==> src/rtl/dmem_arbiter.sv <==
// Two-port arbiter sequencing CPU (port 0) and loader (port 1) accesses to a shared data RAM.
// Build option: define DMEM_ARB_RR_EN for round-robin tie-breaking; default is fixed priority to port 0.
module dmem_arbiter #(
  parameter int unsigned ADDR_W = 8,
  parameter int unsigned DATA_W = 16,
  parameter int unsigned DEPTH  = 256
) (
  input  logic              clk,
  input  logic              rst_n,
  input  logic              req0,
  input  logic              we0,
  input  logic [ADDR_W-1:0] addr0,
  input  logic [DATA_W-1:0] wdata0,
  output logic              gnt0,
  output logic              done0,
  output logic [DATA_W-1:0] rdata0,
  output logic              err0,
  input  logic              req1,
  input  logic              we1,
  input  logic [ADDR_W-1:0] addr1,
  input  logic [DATA_W-1:0] wdata1,
  output logic              gnt1,
  output logic              done1,
  output logic [DATA_W-1:0] rdata1,
  output logic              err1,
  output logic [ADDR_W-1:0] ram_addr,
  output logic [DATA_W-1:0] ram_wdata,
  output logic              ram_we,
  input  logic [DATA_W-1:0] ram_rdata,
  output logic              busy
);

  typedef enum logic [1:0] {
    ST_IDLE   = 2'd0,
    ST_ACCESS = 2'd1,
    ST_DONE   = 2'd2
  } state_t;

  state_t            r_state;
  logic              r_id;
  logic              r_we;
  logic              r_oor;
  logic              r_gnt0;
  logic              r_gnt1;
  logic              r_done0;
  logic              r_done1;
  logic              r_err0;
  logic              r_err1;
  logic [DATA_W-1:0] r_rdata0;
  logic [DATA_W-1:0] r_rdata1;
  logic [ADDR_W-1:0] r_ram_addr;
  logic [DATA_W-1:0] r_ram_wdata;
  logic              r_ram_we;
  logic              r_busy;

  logic              w_any_req;
  logic              w_pick1;
  logic              w_we;
  logic [ADDR_W-1:0] w_addr;
  logic [DATA_W-1:0] w_wdata;
  logic              w_oor;

  assign w_any_req = req0 | req1;

`ifdef DMEM_ARB_RR_EN
  // Last granted port; reset to 1 so port 0 wins the first tie.
  logic r_last_grant;

  always_ff @(posedge clk) begin
    if (!rst_n) begin
      r_last_grant <= 1'b1;
    end else if (r_state == ST_IDLE && w_any_req) begin
      r_last_grant <= w_pick1;
    end
  end

  assign w_pick1 = req1 & (~req0 | ~r_last_grant);
`else
  assign w_pick1 = req1 & ~req0;
`endif

  assign w_we    = w_pick1 ? we1    : we0;
  assign w_addr  = w_pick1 ? addr1  : addr0;
  assign w_wdata = w_pick1 ? wdata1 : wdata0;
  assign w_oor   = 32'(w_addr) >= DEPTH;

  // Sequencer: IDLE latches the winner, ACCESS drives the RAM, DONE reports completion.
  always_ff @(posedge clk) begin
    if (!rst_n) begin
      r_state     <= ST_IDLE;
      r_id        <= 1'b0;
      r_we        <= 1'b0;
      r_oor       <= 1'b0;
      r_gnt0      <= 1'b0;
      r_gnt1      <= 1'b0;
      r_done0     <= 1'b0;
      r_done1     <= 1'b0;
      r_err0      <= 1'b0;
      r_err1      <= 1'b0;
      r_rdata0    <= '0;
      r_rdata1    <= '0;
      r_ram_addr  <= '0;
      r_ram_wdata <= '0;
      r_ram_we    <= 1'b0;
      r_busy      <= 1'b0;
    end else begin
      r_gnt0      <= 1'b0;
      r_gnt1      <= 1'b0;
      r_done0     <= 1'b0;
      r_done1     <= 1'b0;
      r_err0      <= 1'b0;
      r_err1      <= 1'b0;
      r_ram_addr  <= '0;
      r_ram_wdata <= '0;
      r_ram_we    <= 1'b0;
      case (r_state)
        ST_IDLE: begin
          if (w_any_req) begin
            r_state     <= ST_ACCESS;
            r_busy      <= 1'b1;
            r_id        <= w_pick1;
            r_we        <= w_we;
            r_oor       <= w_oor;
            r_gnt0      <= ~w_pick1;
            r_gnt1      <= w_pick1;
            r_ram_addr  <= w_addr;
            r_ram_wdata <= w_wdata;
            r_ram_we    <= w_we & ~w_oor;
          end
        end
        ST_ACCESS: begin
          r_state <= ST_DONE;
          // Out-of-range loads return zero rather than whatever the RAM decodes.
          if (!r_we) begin
            if (r_id) r_rdata1 <= r_oor ? '0 : ram_rdata;
            else      r_rdata0 <= r_oor ? '0 : ram_rdata;
          end
          r_done0 <= ~r_id;
          r_done1 <= r_id;
          r_err0  <= ~r_id & r_oor;
          r_err1  <= r_id & r_oor;
        end
        ST_DONE: begin
          r_state <= ST_IDLE;
          r_busy  <= 1'b0;
        end
        default: begin
          r_state <= ST_IDLE;
          r_busy  <= 1'b0;
        end
      endcase
    end
  end

  assign gnt0      = r_gnt0;
  assign gnt1      = r_gnt1;
  assign done0     = r_done0;
  assign done1     = r_done1;
  assign err0      = r_err0;
  assign err1      = r_err1;
  assign rdata0    = r_rdata0;
  assign rdata1    = r_rdata1;
  assign ram_addr  = r_ram_addr;
  assign ram_wdata = r_ram_wdata;
  assign ram_we    = r_ram_we;
  assign busy      = r_busy;

endmodule

==> config.mk <==
export PLATFORM = sky130hd
export DESIGN_NAME = dmem_arbiter
export DESIGN_NICKNAME = d
export VERILOG_FILES = /design/src/rtl/dmem_arbiter.sv
export SDC_FILE = /design/constraint.sdc
export NUM_CORES = 1
export LEC_CHECK = 0
export ABC_CLOCK_PERIOD_IN_PS = 1670
export CAP_MARGIN = 10
export CORE_MARGIN = 4
export CORE_UTILIZATION = 35
export DETAILED_ROUTE_END_ITERATION = 8
export HOLD_SLACK_MARGIN = 0.1
export PLACE_DENSITY = 0.76
export SYNTH_ARGS = -nofsm -noshare
export SYNTH_HDL_FRONTEND = slang
export SYNTH_SLANG_ARGS = --single-unit
==> constraint.sdc <==
create_clock -name clk -period 1.67 [get_ports clk]
set_input_delay 0.334 -clock clk [delete_from_list [all_inputs] [get_ports clk]]
set_output_delay 0.334 -clock clk [all_outputs]
set_load 0.02 [all_outputs]
Word-level counts from Yosys, hierarchy flattened
Cells that the tools add are included.
- equal/unequal tests: 2
- muxes and demuxes: 7
- bitwise operators: 7
- reductions and logical operators: 7
- operator list (cell ; number):
    2-to-1 mux 16 bit ; 1
    AND reduction 3 bit ; 3
    2-to-1 mux 8 bit ; 1
    AND reduction 2 bit ; 3
    inverter 1 bit ; 5
    case mux 2 bit (2 select lines) ; 1
    equality test 2 x 1 -> 1 bit (second input constant) ; 1
    zero test 2 bit ; 1
    2-to-1 mux 1 bit ; 2
    2-to-1 mux 2 bit ; 1
    != test 2 bit (second input constant) ; 1
    case mux 1 bit (2 select lines) ; 1
    AND 1 bit ; 1
    OR 1 bit ; 1
- bits in registers: 66
- bits of input ports: 70
- output and inout bits: 64
- logic and storage cells: 36

Logic depth before layout (Yosys ltp)
- depth in word-level cells: 3
- gate-level depth with buffers: 5
- mapped depth without buffers: 3

Worst setup path before layout
Ideal clock, no wire load.
- path type: reg2reg
- start: register r_id
- end: register r_rdata0[10], in the netlist rdata0[10]
- setup time: 0.128 ns
- data arrival time: 1.269 ns
- required time: 1.542 ns
- slack: 0.273 ns
- cell stages (with the launch flop): 6
- path buffers: 2
- period minus slack after synthesis: 1.397 ns
- cell sequence: dfxtp_1 or4b_1 clkbuf_1 clkbuf_1 nand3_1 o21ai_1
- longest elaborated chain between the ends: 2
- RTL lines (element ; line ; source):
    start, declared ; 40 ; logic r_id;
    start signal, assigned ; 121 ; r_id <= w_pick1;
    inverter 1 bit ; -- ;
    AND reduction 3 bit (no source line) ; -- ;
    end signal, assigned ; 136 ; else r_rdata0 <= r_oor ? '0 : ram_rdata;
    end, declared ; 49 ; logic [DATA_W-1:0] r_rdata0;
Every way passes these cells.
A chain may end at the register's enable or synchronous reset.

Worst setup path in the final report
- start: register r_rdata0[4], in the netlist rdata0[4]
- end: output rdata0[4]
- RTL lines (element ; line ; source):
    end, declared ; 16 ; output logic [DATA_W-1:0] rdata0,
No word-level cell between the ends.

==> out/results.txt <==
CTS Buf Count: 9
CP peak stage delay: 0.62 ns
top layer in use: met4
Mapped Cells: 229
layout cells sized above 1: 7.16%
Top Family by Delay on Critical Path: buffers and inverters
total congestion overflow: 0
worst hold start: rdata1[10]
Seq/Total Area, Yosys: 59.3%
clk_skew: 0.00674 ns
highest clock rate: 614 MHz
DRC viols: 0
Worst path slowest cell: clkdlybuf4s50_1
Antenna Nets Post-Route: 0
DRT iter0 DRCs: 79
RD Place Congestion: 0.763
unrepaired setup endpoints after global routing: no
worst reg2reg setup slack: 0.27 ns
core area: 0.00606 sq mm
dpl hpwl: 4800 microns
post-route setup TNS: 0 ns
PD cells: 1000 mW/mm^2
Leakage Power: 1.58 nW
hold path cells: 2
Site Rows: 28
Hold EP: rdata1[10]
crit-path cells: clkdlybuf4s50_1
CP endpoint kind: primary output
port bufs: 131
height of the die: 87.8 microns
Sinks on Clock Net: 66
multi-input logic area: 806 sq um
Seq cells post-synth: 66
Syn Area/Cell: 9.74 sq um
number of synthesized flops with an enable pin: 0
die width: 87.8 microns
final hold vios: 0
critical path launch point type: flip-flop
via count: 2,072
R2R depth: 4
routed wl met3: 350 microns
io pins: 134
Clock Latency Late Sink: 0.32 ns
Metal-1 WL: 2580 microns
met2 WL post-DR: 3230 microns
Initial Util: 36.8%
worst flop-to-flop path endpoint: rdata0[9]
Setup-failing EPs final: 0
DR pass1 iterations: 5
crit-path max FO: 2
fin crit share: 97.5%
Yosys cell types: 28
final worst setup slack: 0.0413 ns
critical path buffer and inverter count: 1
Post-synth top cells: 66 x dfxtp_1, 33 x nand2_1, 32 x nand3_1
Synth Cell Area: 0.00223 sq mm
pre-CTS setup slack: 0.0824 ns
GRT Util Overall: 16.5%
setup bufs post-CTS: 0
status: complete, no violations
largest net degree at the start of global routing: 44
Routed wire per std cell: 14.3 microns
first-pass GRT wire length: 9650 microns
fin nets: 428
CTS tree: done
Data required, critical path: 1.34 ns
P&R area growth vs syn: 73.6%
final WL: 6260 microns
post-synthesis async set-or-reset flop share: 0%
die area: 0.00771 sq mm
leading area contributor after synthesis: dfxtp_1
register area: 0.00132 sq mm
count leader, synth: dfxtp_1
Layout fillers: 528
Synth top area share: 59.3%
clock root cell: clkbuf_8
cells taking the most area after synthesis: dfxtp_1 59%, a22o_1 9.4%, nand3_1 7.2%
MaxCap Viol Count: 0
WP data arrival: 1.29 ns
vias per cell: 4.73
Most used DFF post-synth: dfxtp_1
HP Class: reg -> reg
initial antenna violation count: 0
Peak VDD IR: 0.661 mV
Tmin final: 1.63 ns
# H-tree levels: 3
Syn. warnings: 0
Inserted Diodes: 0
pins over their slew limit: 0
FF-to-FF Start: r_id
vias in the first global route: 1,942
Longest Clk Path Bufs: 2
CTS clock-pin slew for the worst setup and hold paths: 0.07 ns
Setup CP Type: reg -> out
==> layout make-up <==
type / instances / share of cell area [%]
Clock inverter: 6 / 2.72
Clock buffer: 10 / 3.30
Timing Repair Buffer: 138 / 36.5
Sequential cell: 66 / 34.1
Tap cell: 75 / 2.42
Multi-Input combinational cell: 142 / 20.8
Inverter: 1 / 0.0970
==> registers in the layout, indices dropped and copies added (netlist names) <==
name and count:
ram_wdata 16, rdata0 16, rdata1 16, ram_addr 8
r_state 2, busy 1, done0 1, done1 1
gnt0 1, gnt1 1, r_id 1, r_we 1
ram_we 1
==> where the power goes <==
| group | internal, mW | switching, mW |
|---|---|---|
| logic | 0.345 | 0.276 |
| registers | 1.66 | 0.0361 |
| clock network | 0.985 | 0.580 |
==> timing repair <==
action	in CTS	in global routing
gates resized for setup	1	7
endpoints found under the setup margin	1	7
hold buffers	0	0
==> metal layers <==
metal  global-route usage (%)  up-vias
met1                     19.6      940
li1                         -     1069
met4                     7.81        0
met2                     27.5       56
met3                     4.52        7
met5                        0        -
==> worst register-to-register path, cell delays in order, from the launching register on <==
cell     delay (ns)
dfxtp_1        0.35
or4b_1         0.51
buf_4          0.24
nand3_1        0.12
o21ai_1        0.07
==> cells in the final DEF (no fill, tap or decap), drive strengths merged, types with 2 or more instances in the layout <==
cell type      count
a21oi              2
a22o              24
buf                8
bufinv             3
clkbuf            10
clkdlybuf4s50    122
clkinv             3
conb               2
dfxtp             66
dlymetal6s2s       7
nand2             33
nand3             32
nor2               3
nor3b              2
o21ai             33
==> how the worst max path moves through the flow <==
| stage | from | end | cells after the start |
|---|---|---|---|
| after floorplan | r_id | rdata0[10] | 5 |
| after global placement | req0 | ram_wdata[3] | 4 |
| after detailed placement | req0 | ram_addr[6] | 4 |
| after CTS | rdata0[6] | rdata0[6] | 1 |
| after global routing | rdata0[4] | rdata0[4] | 1 |
| final | rdata0[4] | rdata0[4] | 1 |
==> through the flow <==
stage	std cells	area (sq um)	hold WS (ns)	util (%)	power (mW)
after floorplan	230	2230	0.428	-	1.99
after global placement	422	3620	0.435	59.7	2.35
after detailed placement	422	3620	0.446	59.7	2.36
after CTS	438	3850	0.453	63.6	3.92
after global routing	438	3870	0.471	63.9	4.04
final	438	3870	0.447	63.9	3.88
==> cell families (layout without fill, tap and decap cells) <==
kind of cell / after synthesis / in the layout / synth area share, %
buf+inv: 22 / 155 / 4.77
other cells: 1 / 2 / 0.168
flops: 66 / 66 / 59.3
compound gates: 62 / 62 / 18.5
simple gates: 78 / 78 / 17.3
No activity file was read; power rests on OpenSTA's default activity.
